===== src/rtl/ppl_pkg.sv =====
`default_nettype none
// ==========================================================================
// ppl_pkg : shared types and constants for the pipeline memory arbiter
// Rev 1.0
// ==========================================================================
package ppl_pkg;

   typedef enum logic [1:0] {
      ST_IDLE    = 2'd0,
      ST_BUSY_M  = 2'd1,
      ST_BUSY_IF = 2'd2,
      ST_DONE    = 2'd3
   } arb_state_t;

   localparam int TIMEOUT_DEFAULT = 255;
   localparam int CNT_W           = 8;

endpackage
`default_nettype wire


===== src/rtl/ppl_timeout_cnt.sv =====
`default_nettype none
// ==========================================================================
// ppl_timeout_cnt : 8-bit bus-wait counter, flags expiry at TIMEOUT
// Rev 1.0
// ==========================================================================
module ppl_timeout_cnt
   import ppl_pkg::*;
#(
   parameter int TIMEOUT = TIMEOUT_DEFAULT
) (
   input  logic clk,
   input  logic reset,
   input  logic clear,
   input  logic enable,
   output logic expired
);

   logic [CNT_W-1:0] cnt_q;
   logic [CNT_W-1:0] cnt_d;

   assign expired = (cnt_q == CNT_W'(TIMEOUT));

   // Saturates at TIMEOUT so a stuck requester can never wrap the count
   always_comb begin
      cnt_d = cnt_q;
      if (clear) begin
         cnt_d = '0;
      end else if (enable && !expired) begin
         cnt_d = cnt_q + 1'b1;
      end
   end

   always_ff @(posedge clk or negedge reset) begin
      if (!reset) begin
         cnt_q <= '0;
      end else begin
         cnt_q <= cnt_d;
      end
   end

endmodule
`default_nettype wire


===== src/rtl/ppl_mem_arb.sv =====
`default_nettype none
// ==========================================================================
// ppl_mem_arb : single-port memory bus arbiter between IF and MEM stages
// Rev 1.0
// ==========================================================================
module ppl_mem_arb
   import ppl_pkg::*;
#(
   parameter int AW      = 32,
   parameter int DW      = 32,
   parameter int TIMEOUT = TIMEOUT_DEFAULT
) (
   input  logic          clk,
   input  logic          reset,
   input  logic          if_req,
   input  logic [AW-1:0] if_addr,
   output logic [DW-1:0] if_rdata,
   output logic          if_stall,
   input  logic          m_read,
   input  logic          m_write,
   input  logic [AW-1:0] m_addr,
   input  logic [DW-1:0] m_wdata,
   output logic [DW-1:0] m_rdata,
   output logic          m_stall,
   output logic          bus_req,
   output logic          bus_we,
   output logic [AW-1:0] bus_addr,
   output logic [DW-1:0] bus_wdata,
   input  logic [DW-1:0] bus_rdata,
   input  logic          bus_ack,
   output logic          bus_err
);

   arb_state_t    state_q, state_d;
   logic          bus_req_q, bus_req_d;
   logic          bus_we_q, bus_we_d;
   logic [AW-1:0] bus_addr_q, bus_addr_d;
   logic [DW-1:0] bus_wdata_q, bus_wdata_d;
   logic [DW-1:0] if_rdata_q, if_rdata_d;
   logic [DW-1:0] m_rdata_q, m_rdata_d;
   logic          bus_err_q, bus_err_d;
   logic          m_done_q, m_done_d;
   logic          if_done_q, if_done_d;

   logic          m_req;
   logic          m_stall_int;
   logic          if_stall_int;
   logic          busy;
   logic          complete;
   logic          tmo_expired;

   ppl_timeout_cnt #(
      .TIMEOUT (TIMEOUT)
   ) u_tmo (
      .clk     (clk),
      .reset   (reset),
      .clear   (!busy),
      .enable  (busy),
      .expired (tmo_expired)
   );

   always_comb begin
      m_req        = m_read | m_write;
      m_stall_int  = m_req & ~m_done_q;
      if_stall_int = m_stall_int | (if_req & ~if_done_q);
      busy         = (state_q == ST_BUSY_M) || (state_q == ST_BUSY_IF);
      // A real ack in the expiry cycle still counts as a normal completion
      complete     = busy & (bus_ack | tmo_expired);

      state_d     = state_q;
      bus_req_d   = bus_req_q;
      bus_we_d    = bus_we_q;
      bus_addr_d  = bus_addr_q;
      bus_wdata_d = bus_wdata_q;
      if_rdata_d  = if_rdata_q;
      m_rdata_d   = m_rdata_q;
      bus_err_d   = bus_err_q;
      m_done_d    = m_stall_int  ? m_done_q  : 1'b0;
      if_done_d   = if_stall_int ? if_done_q : 1'b0;

      case (state_q)
         ST_IDLE: begin
            if (m_req && !m_done_q) begin
               state_d     = ST_BUSY_M;
               bus_req_d   = 1'b1;
               bus_we_d    = m_write;
               bus_addr_d  = m_addr;
               bus_wdata_d = m_wdata;
            end else if (if_req && !if_done_q) begin
               state_d    = ST_BUSY_IF;
               bus_req_d  = 1'b1;
               bus_we_d   = 1'b0;
               bus_addr_d = if_addr;
            end
         end
         ST_BUSY_M: begin
            if (complete) begin
               state_d   = ST_DONE;
               bus_req_d = 1'b0;
               m_done_d  = 1'b1;
               if (!bus_we_q) begin
                  m_rdata_d = bus_ack ? bus_rdata : '0;
               end
               if (!bus_ack) begin
                  bus_err_d = 1'b1;
               end
            end
         end
         ST_BUSY_IF: begin
            if (complete) begin
               state_d    = ST_DONE;
               bus_req_d  = 1'b0;
               if_done_d  = 1'b1;
               if_rdata_d = bus_ack ? bus_rdata : '0;
               if (!bus_ack) begin
                  bus_err_d = 1'b1;
               end
            end
         end
         ST_DONE: begin
            state_d = ST_IDLE;
         end
         default: begin
            state_d = ST_IDLE;
         end
      endcase
   end

   always_ff @(posedge clk or negedge reset) begin
      if (!reset) begin
         state_q     <= ST_IDLE;
         bus_req_q   <= 1'b0;
         bus_we_q    <= 1'b0;
         bus_addr_q  <= '0;
         bus_wdata_q <= '0;
         if_rdata_q  <= '0;
         m_rdata_q   <= '0;
         bus_err_q   <= 1'b0;
         m_done_q    <= 1'b0;
         if_done_q   <= 1'b0;
      end else begin
         state_q     <= state_d;
         bus_req_q   <= bus_req_d;
         bus_we_q    <= bus_we_d;
         bus_addr_q  <= bus_addr_d;
         bus_wdata_q <= bus_wdata_d;
         if_rdata_q  <= if_rdata_d;
         m_rdata_q   <= m_rdata_d;
         bus_err_q   <= bus_err_d;
         m_done_q    <= m_done_d;
         if_done_q   <= if_done_d;
      end
   end

   // Stalls are gated so that every output reads 0 while reset is held
   assign m_stall   = reset & m_stall_int;
   assign if_stall  = reset & if_stall_int;
   assign bus_req   = bus_req_q;
   assign bus_we    = bus_we_q;
   assign bus_addr  = bus_addr_q;
   assign bus_wdata = bus_wdata_q;
   assign if_rdata  = if_rdata_q;
   assign m_rdata   = m_rdata_q;
   assign bus_err   = bus_err_q;

endmodule
`default_nettype wire

===== config.mk =====
export PLATFORM = sky130hd
export DESIGN_NAME = ppl_mem_arb
export DESIGN_NICKNAME = d
export VERILOG_FILES = /design/src/rtl/ppl_pkg.sv /design/src/rtl/ppl_timeout_cnt.sv /design/src/rtl/ppl_mem_arb.sv
export SDC_FILE = /design/constraint.sdc
export NUM_CORES = 1
export LEC_CHECK = 0
export ABC_AREA = 0
export CORE_ASPECT_RATIO = 0.6
export CORE_MARGIN = 4
export CORE_UTILIZATION = 30
export DETAILED_ROUTE_END_ITERATION = 10
export SYNTH_ARGS = -nofsm -noshare
export SYNTH_HDL_FRONTEND = slang
export SYNTH_HIERARCHICAL = 1
export SYNTH_SLANG_ARGS = --single-unit

===== constraint.sdc =====
create_clock -name clk -period 2.6 [get_ports clk]
set_input_delay 0.26 -clock clk [delete_from_list [all_inputs] [get_ports clk]]
set_output_delay 0.26 -clock clk [all_outputs]
set_load 0.005 [all_outputs]

### Word level (Yosys, flattened, before mapping)

Index checks and enable logic that the tools add are counted.

* register bits: 143
* bits of input ports: 134
* output and inout port bits: 133

* reductions and logical operators: 18
* eq/ne operators: 7
* add/sub/neg operators: 1
* muxes and demuxes: 21
* bitwise operators: 12

Operators with widths (count)
* $mux 32: 3
* $mux 8: 2
* $mux 1: 11
* $reduce_and 3->1: 3
* $add 8x1->8 const B: 1
* $eq 8x8->1 const B: 1
* $reduce_and 2->1: 4
* $mux 2: 3
* $pmux 2 s3: 1
* $and 1x1->1: 5
* $eq 2x2->1 const B: 2
* $not 1->1: 4
* $reduce_bool 2->1: 2
* $logic_and 1x1->1: 3
* $logic_not 1->1: 3
* $ne 3x3->1 const B: 1
* $or 1x1->1: 3
* $eq 2x1->1 const B: 1
* $logic_not 2->1: 1
* $ne 2x1->1 const B: 1
* $ne 2x2->1 const B: 1
* $pmux 1 s2: 1
* $reduce_or 2->1: 1
* $logic_or 1x1->1: 1

### Depth between registers and ports, before layout

Gate-level depths: netlist (run 1).

* depth after elaboration: 6
* gate-level depth with buffers: 8

### Modules after synthesis

The synthesis (run 1) kept the hierarchy.

By module, submodules not included
* ppl_mem_arb: cells each 455, area an instance 5835.6 um^2, times used 1, seq. area each 3378.2 um^2
* ppl_timeout_cnt: cells each 47, area an instance 469.2 um^2, times used 1, seq. area each 200.2 um^2

### Worst setup path before layout (run 1)

OpenSTA, ideal clock, no wires.

* path type: reg-to-reg
* start: reg u_tmo.cnt_q[0]
* end: reg m_rdata_q[10], in the netlist m_rdata[10]
* setup time: 0.079 ns
* setup slack: 0.660 ns
* required time: 2.521 ns
* path buffers: 2
* stages on the path, launching flop included: 9
* data arrival time: 1.860 ns
* period minus slack after synthesis: 1.940 ns
* cell sequence: dfrtp_1 > ha_1 > and4_4 > and2_2 > o21ai_0 > nor3b_1 > buf_2 > buf_6 > mux2i_1

* cells in the longest elaborated chain, start to end: 4

RTL lines
* start, declared: line ppl_timeout_cnt.sv:18 `logic [CNT_W-1:0] cnt_q;`
* start signal, assigned: line ppl_timeout_cnt.sv:37 `cnt_q <= cnt_d;`
* $eq 8x8->1: line ppl_timeout_cnt.sv:21 `assign expired = (cnt_q == CNT_W'(TIMEOUT));`
* net tmo_expired: line ppl_mem_arb.sv:50 `logic tmo_expired;`
* $or 1x1->1: line ppl_mem_arb.sv:68 `complete = busy & (bus_ack | tmo_expired);`
* $and 1x1->1: line ppl_mem_arb.sv:68
* $reduce_and 3->1 (no line)
* end signal, assigned: line ppl_mem_arb.sv:148 `m_rdata_q <= m_rdata_d;`
* end, declared: line ppl_mem_arb.sv:40 `logic [DW-1:0] m_rdata_q, m_rdata_d;`

The timed path passes the listed nets, and every way through them passes these cells.
A chain may end at the register's enable or synchronous reset.

### Worst setup path after layout (run 1)

* start: reg state_q[0]
* end: reg m_rdata_q[0], in the netlist m_rdata[0]

* cells in the longest elaborated chain, start to end: 4

RTL lines
* start, declared: line ppl_mem_arb.sv:34 `arb_state_t state_q, state_d;`
* start signal, assigned: line ppl_mem_arb.sv:142 `state_q <= state_d;`
* $eq 2x1->1 / $eq 2x2->1 (equally long branches): line ppl_mem_arb.sv:66 `busy = (state_q == ST_BUSY_M) || (state_q == ST_BUSY_IF);`
* $logic_or 1x1->1 (*): line ppl_mem_arb.sv:66
* net busy: line ppl_mem_arb.sv:48 `logic busy;`
* $and 1x1->1 (*): line ppl_mem_arb.sv:68
* $reduce_and 3->1 (no line) (*)

Mark *: on every way through the listed nets, which the timed path passes. The rest lies on a longest branch.

==> flow_metrics.py, run 1 <==
metrics = {
    "status": {
        "outcome": "finished, violations left",
        "violations": "negative hold slack",
    },
    "global_route": {
        "grtUsageTotal": 0.145,
        "grt_max_degree": 144,
        "antenna_found_initial": 0,
        "grt_pass1_wl_mm": 27.5,
        "grt_pass1_vias": 5114,
        "overflow": 0,
    },
    "route": {
        "num_vias": 4711,
        "ant_nets": 0,
        "drt-initial-drc-count": 149,
        "wl_per_cell_um": 16.3,
        "wl_mm": 17.2,
        "vias_per_cell": 4.47,
        "dr.pass1.iters": 4,
        "route.detailed.drc": 0,
    },
    "sta": {
        "tightest_slew_ns": 0.764,
        "setup_violations": 0,
        "setup_slack_ns": 0.387,
        "setup_tns_ns": 0,
        "finClkSkew_ns": 0.00773,
        "max_freq_mhz": 452,
        "hold_viol": 9,
        "relSlewSlack": 0.490,
        "finalCriticalPeriod_ns": 2.21,
        "grt_setup_unrepaired": "false",
        "min_period_over_period": 0.851,
        "holdWs_ns": -0.0217,
        "finalMaxSlewViolations": 0,
    },
    "critical_path": {
        "startpoint": "state_q[0]",
        "required_ns": 2.93,
        "path_max_fanout": 32,
        "critPathCaptureType": "flop",
        "rrSetupSlack_ns": 0.39,
        "worst-setup-path-type": "reg2reg",
        "endpoint": "m_rdata[0]",
        "reg2regPathDepth": 6,
        "cp_data_arrival_time_ns": 2.54,
        "cp-start-kind": "flop",
        "r2r-start": "state_q[0]",
        "worst_r2r_endpoint": "m_rdata[0]",
    },
    "placement": {
        "dp_hpwl_mm": 12.5,
        "dp.cells": 1023,
        "portBuffers": 266,
        "pre_cts_ws_ns": 0.387,
        "gp_congestion": 0.798,
    },
    "finish": {
        "fillCellCount": 1843,
        "areaGrowthSynthToFinish_pct": 57.0,
        "insertedDiodeCount": 0,
        "nNetsFinal": 909,
        "seqCellArea_mm2": 0.00358,
        "finalNonFillerCells": 1055,
        "drive_above_1_share": 0.188,
        "multi_input_area_mm2": 0.00241,
    },
    "yosys": {
        "synth_xor_area_frac": 0,
        "syn_area_mm2": 0.00630,
        "synth_top_area_share": 0.568,
        "synth_top_family_by_area": "multiplexers",
        "synth_cell_type_count": 36,
        "synthAdderAreaFrac": 0.0119,
        "async_flop_share": 1.00,
        "avgSynthCellArea_um2": 12.6,
        "ys_warn_count": 6,
        "synth_nets": 642,
        "synth-edff-count": 0,
        "synth_seq_cells": 143,
        "yosysSeqAreaShare": 0.568,
        "ys.flop_type": "dfrtp_1",
        "synth.area.mux_share": 0.242,
        "synth_area_leaders": "dfrtp_1, mux2_2, mux2_4, mux2i_1, nand2_1",
        "synth_largest_area_cell": "dfrtp_1",
        "syn_inst": 502,
        "synth_simple_gate_area_share": 0.0689,
        "synth_compound_area_frac": 0.0577,
    },
    "pwr": {
        "leakage_nw": 4.22,
        "worst_ir_drop_vdd_mv": 0.546,
        "powerDensity_mw_per_mm2": 1140,
    },
    "clock_network": {
        "cts_buffers": 17,
        "cts_hold_buf": 0,
        "cts.sinks": 143,
        "path_clk_slew_ns": 0.06,
        "cts-resized-gates": 0,
        "cts_tree": "done",
        "cts_buffer_depth": 2,
        "root_buffer": "clkbuf_16",
        "postCtsSetupBuffers": 0,
        "ctsHtreeMaxLevel": 4,
        "clkLatencyLatePin_ns": 0.41,
    },
    "floorplan": {
        "core_mm2": 0.0203,
        "die_width_um": 195,
        "num_io_pins": 267,
        "start_util": 0.310,
        "fp-row-count": 40,
        "fp.dieArea_mm2": 0.0235,
        "die_height_um": 120,
    },
    "min_path": {
        "hp-class": "in2async",
    },
    "run": {
        "max-cap-violations": 0,
    },
}
## area by class of cell
class                           instances  share of cell area
Tap cell                              273              0.0345
Timing Repair Buffer                  274               0.281
Clock buffer                           24              0.0507
Sequential cell                       143               0.361
Inverter                               40              0.0152
Clock inverter                          8              0.0129
Multi-Input combinational cell        293               0.244
## layout by cell type (no fill, tap or decap), types with 3 or more instances in the layout
cell,netlist,final
clkbuf_8,0,5
nor2_1,3,3
a21oi_1,4,4
nand2b_1,4,4
clkdlybuf4s50_1,0,265
dfrtp_1,143,143
a211oi_1,4,4
o21ai_0,35,35
a31oi_1,3,3
buf_4,1,3
nand3_1,4,4
buf_12,0,5
mux2_4,25,25
inv_1,40,40
clkbuf_16,0,17
mux2_2,73,73
bufinv_16,0,3
ha_1,6,6
nand2_1,72,72
mux2i_1,33,33
## kinds of logic (layout without fill, tap and decap cells)
logic type | after synthesis | after routing
buffers and inverters | 66 | 346
AO/OA/AOI/OAI | 58 | 58
AND/OR/NAND/NOR | 98 | 98
flip-flops | 143 | 143
multiplexers | 131 | 131
adder cells (fa/ha/maj) | 6 | 6
## layer usage
layer	global-route usage	share of wire
met1	0.186	0.45
met2	0.230	0.46
met3	0.0496	0.068
met4	0.0514	0.015
met5	0	0
## critical path: stages, from the launching register on
cell and delay, ns:
dfrtp_1 0.40, inv_1 0.10, ha_1 0.53, o21ai_0 0.25
nor3b_2 0.30, buf_12 0.29, mux2i_1 0.24
## cell usage after synthesis, types with 3 or more instances
cell type and number:
dfrtp_1 143, mux2_2 73, nand2_1 72, inv_1 40, o21ai_0 35, mux2i_1 33
mux2_4 25, buf_2 11, buf_6 8, clkbuf_1 6, ha_1 6, a211oi_1 4
a21oi_1 4, nand2b_1 4, nand3_1 4, a31oi_1 3, nor2_1 3, nor3b_1 3
## sequential cells by signal, summed over array words and instances, names as in the netlist, 2 cells and up
signal       count
bus_addr        32
bus_wdata       32
if_rdata        32
m_rdata         32
state_q          2
u_tmo/cnt_q      8
## worst min-delay path by stage
stage | depth (start not counted) | slack, ns | endpoint
2_1_floorplan | 0 | -0.04 | bus_addr[0]
5_1_grt | 2 | 0.07 | u_tmo/cnt_q[3]
3_3_place_gp | 2 | 0.46 | if_rdata[29]
3_5_place_dp | 1 | 0.46 | bus_err
4_1_cts | 2 | 0.03 | if_rdata[15]
6_report | 2 | -0.02 | if_rdata[15]
## power breakdown
part | switching [W] | internal, W
registers | 0.000568 | 0.00325
logic | 0.00174 | 0.00310
clock network | 0.000935 | 0.00164
## stage by stage
step,util,hold slack [ns],instance area (um2),power [W]
global placement,0.456,0.462,9270,0.00862
global route,0.487,0.0669,9900,0.0120
CTS,0.487,0.0273,9900,0.0114
detailed placement,0.456,0.460,9270,0.00877
floorplan,-,-0.0356,6300,0.00598
finish,0.487,-0.0217,9900,0.0112
No activity file was read; power rests on OpenSTA's default activity.
==> run 2: changes to the inputs <==
--- a/config.mk
+++ b/config.mk
@@ -9,6 +9,8 @@
 export CORE_ASPECT_RATIO = 0.6
 export CORE_MARGIN = 4
 export CORE_UTILIZATION = 30
+export CTS_CLUSTER_DIAMETER = 120
+export CTS_CLUSTER_SIZE = 30
 export DETAILED_ROUTE_END_ITERATION = 10
 export SYNTH_ARGS = -nofsm -noshare
 export SYNTH_HDL_FRONTEND = slang
==> results of run 2 <==
The final DEF is identical to that of run 1; final timing and power are the same.
==> run 3: changes to the inputs <==
--- a/config.mk
+++ b/config.mk
@@ -12,6 +12,8 @@
 export CTS_CLUSTER_DIAMETER = 120
 export CTS_CLUSTER_SIZE = 30
 export DETAILED_ROUTE_END_ITERATION = 10
+export MAX_ROUTING_LAYER = met4
+export RECOVER_POWER = 25
 export SYNTH_ARGS = -nofsm -noshare
 export SYNTH_HDL_FRONTEND = slang
 export SYNTH_HIERARCHICAL = 1
==> run 3 against run 2 <==
Against the previous run:
- the run ends with max-capacitance violations, max-slew violations left
- setup slack better by 0.00072 ns
- register-to-register slack hardly changed
- worst hold slack better by 0.45 ns
- critical path depth is 1 higher
- largest cell class unchanged
- critical path type unchanged
- power hardly changed
- sequential power hardly changed
- sequential cell count stayed put
- utilization is 0.099 points lower
- via count is 0.59% higher
- maximum frequency hardly changed
==> flow_metrics.py, run 3 (synthesis results as in run 1) <==
metrics = {
    "status": {
        "outcome": "finished, violations left",
        "violations": "max-capacitance violations, max-slew violations",
    },
    "critical_path": {
        "cp_data_arrival_time_ns": 2.54,
        "crit_path_cell_trace": "ha_1 -> and4_4 -> and2_2 -> o21ai_0 -> nor3b_2 -> buf_12 -> mux2i_1",
        "critPathCaptureType": "flop",
        "r2r-start": "u_tmo/cnt_q[0]",
        "critical_path_buf_inv_count": 1,
        "startpoint": "u_tmo/cnt_q[0]",
        "path_delay_family": "simple AND/OR/NAND/NOR gates",
        "slowest_delay_ns": 0.40,
        "required_ns": 2.93,
        "cp-start-kind": "flop",
        "worst-setup-path-type": "reg2reg",
        "path_max_fanout": 32,
        "slowest_stage": "dfrtp_1",
    },
    "floorplan": {
        "fp.dieArea_mm2": 0.0235,
        "start_util": 0.310,
        "num_io_pins": 267,
        "fp-row-count": 40,
        "core_mm2": 0.0203,
        "die_width_um": 195,
        "die_height_um": 120,
    },
    "finish": {
        "seqCellArea_mm2": 0.00358,
        "final_common_cell": "clkdlybuf4s50_1",
        "areaGrowthSynthToFinish_pct": 56.7,
        "final_cell_mix": "clkdlybuf4s50_1, dfrtp_1, mux2_2",
        "finalNonFillerCells": 1055,
        "insertedDiodeCount": 0,
        "multi_input_area_mm2": 0.00241,
        "drive_above_1_share": 0.187,
        "fillCellCount": 1845,
        "stdcell_area_mm2": 0.00988,
        "fin_util": 0.486,
        "nNetsFinal": 909,
    },
    "global_route": {
        "grt_max_degree": 144,
        "grt_pass1_wl_mm": 27.4,
        "grt_pass1_vias": 5107,
        "overflow": 0,
        "grtUsageTotal": 0.150,
        "antenna_found_initial": 0,
    },
    "route": {
        "drt-initial-drc-count": 141,
        "vias_per_cell": 4.49,
        "wl_per_cell_um": 16.4,
        "wl_mm": 17.3,
        "route.detailed.drc": 0,
        "ant_nets": 0,
        "num_vias": 4739,
        "dr.pass1.iters": 4,
    },
    "sta": {
        "finalCriticalPeriod_ns": 2.21,
        "relSlewSlack": -0.296,
        "setup_violations": 0,
        "grt_setup_unrepaired": "false",
        "max_freq_mhz": 452,
        "setup_tns_ns": 0,
        "setup_slack_ns": 0.388,
        "hold_viol": 0,
        "tightest_slew_ns": 1.94,
        "finClkSkew_ns": 0.00827,
        "finalMaxSlewViolations": 144,
        "min_period_over_period": 0.851,
    },
    "clock_network": {
        "cts-resized-gates": 0,
        "cts.sinks": 143,
        "path_clk_slew_ns": 0.06,
        "cts_tree": "done",
        "cts_buffer_depth": 2,
        "ctsHtreeMaxLevel": 4,
        "clkLatencyLatePin_ns": 0.42,
        "root_buffer": "clkbuf_16",
        "cts_hold_buf": 0,
        "cts_buffers": 17,
        "postCtsSetupBuffers": 0,
    },
    "placement": {
        "portBuffers": 266,
        "pre_cts_ws_ns": 0.387,
        "place_area_mm2": 0.00927,
        "dp_hpwl_mm": 12.5,
        "dp.cells": 1023,
        "gp_congestion": 0.809,
    },
    "pwr": {
        "worst_ir_drop_vdd_mv": 0.555,
        "leakage_nw": 4.21,
        "powerDensity_mw_per_mm2": 1140,
    },
    "min_path": {
        "hp-class": "in2reg",
        "min-delay-start": "bus_rdata[16]",
    },
    "run": {
        "max-cap-violations": 1,
    },
}
## run 3: worst min-delay path, delay by kind of cell
family | cells | cell delay (ns)
buffers and inverters | 1 | 0.40
muxes | 1 | 0.07
and+or+nand+nor | 1 | 0.08
## run 3: cell type report
cell class              count  share of cell area
flip-flops and latches    143               0.362
repair buffers            274               0.280
multi-input cells         293               0.244
clock buffers              24              0.0508
well taps                 273              0.0346
inverters                  40              0.0152
clock inverters             8              0.0129
## run 3: per-stage QoR
| step | hold WS (ns) | total power [W] |
|---|---|---|
| 2_1_floorplan | -0.0356 | 0.00598 |
| 3_3_place_gp | 0.462 | 0.00862 |
| 3_5_place_dp | 0.460 | 0.00877 |
| 4_1_cts | 0.0273 | 0.0114 |
| 5_1_grt | 0.426 | 0.0120 |
| 6_report | 0.429 | 0.0112 |
## run 3: path summary, 6_finish.rpt
| kind | to | slack [ns] | depth (start not counted) |
|---|---|---|---|
| setup / recovery | m_rdata[0] | 0.39 | 7 |
| hold / removal | m_rdata[16] | 0.43 | 3 |
| setup reg to reg | m_rdata[0] | 0.39 | 7 |
| hold reg to reg | bus_err | 0.47 | 1 |
| max in group asynchronous | m_done_q | 0.75 | 2 |
| min in group asynchronous | if_rdata[15] | 0.66 | 2 |
## run 3: power by group
group	switching, W	leakage, nW	internal, W
Combinational	0.00174	2.14	0.00310
Clock	0.000944	0.303	0.00164
Sequential	0.000569	1.77	0.00325
Total	0.00325	4.21	0.00799
## run 3: routing by layer
metal / GRT usage / up-vias / wire [um]
met5: - / - / 0
met4: 0.0514 / 0 / 289
met3: 0.0459 / 17 / 1060
met2: 0.230 / 153 / 8030
met1: 0.191 / 2331 / 7880
li1: - / 2238 / -
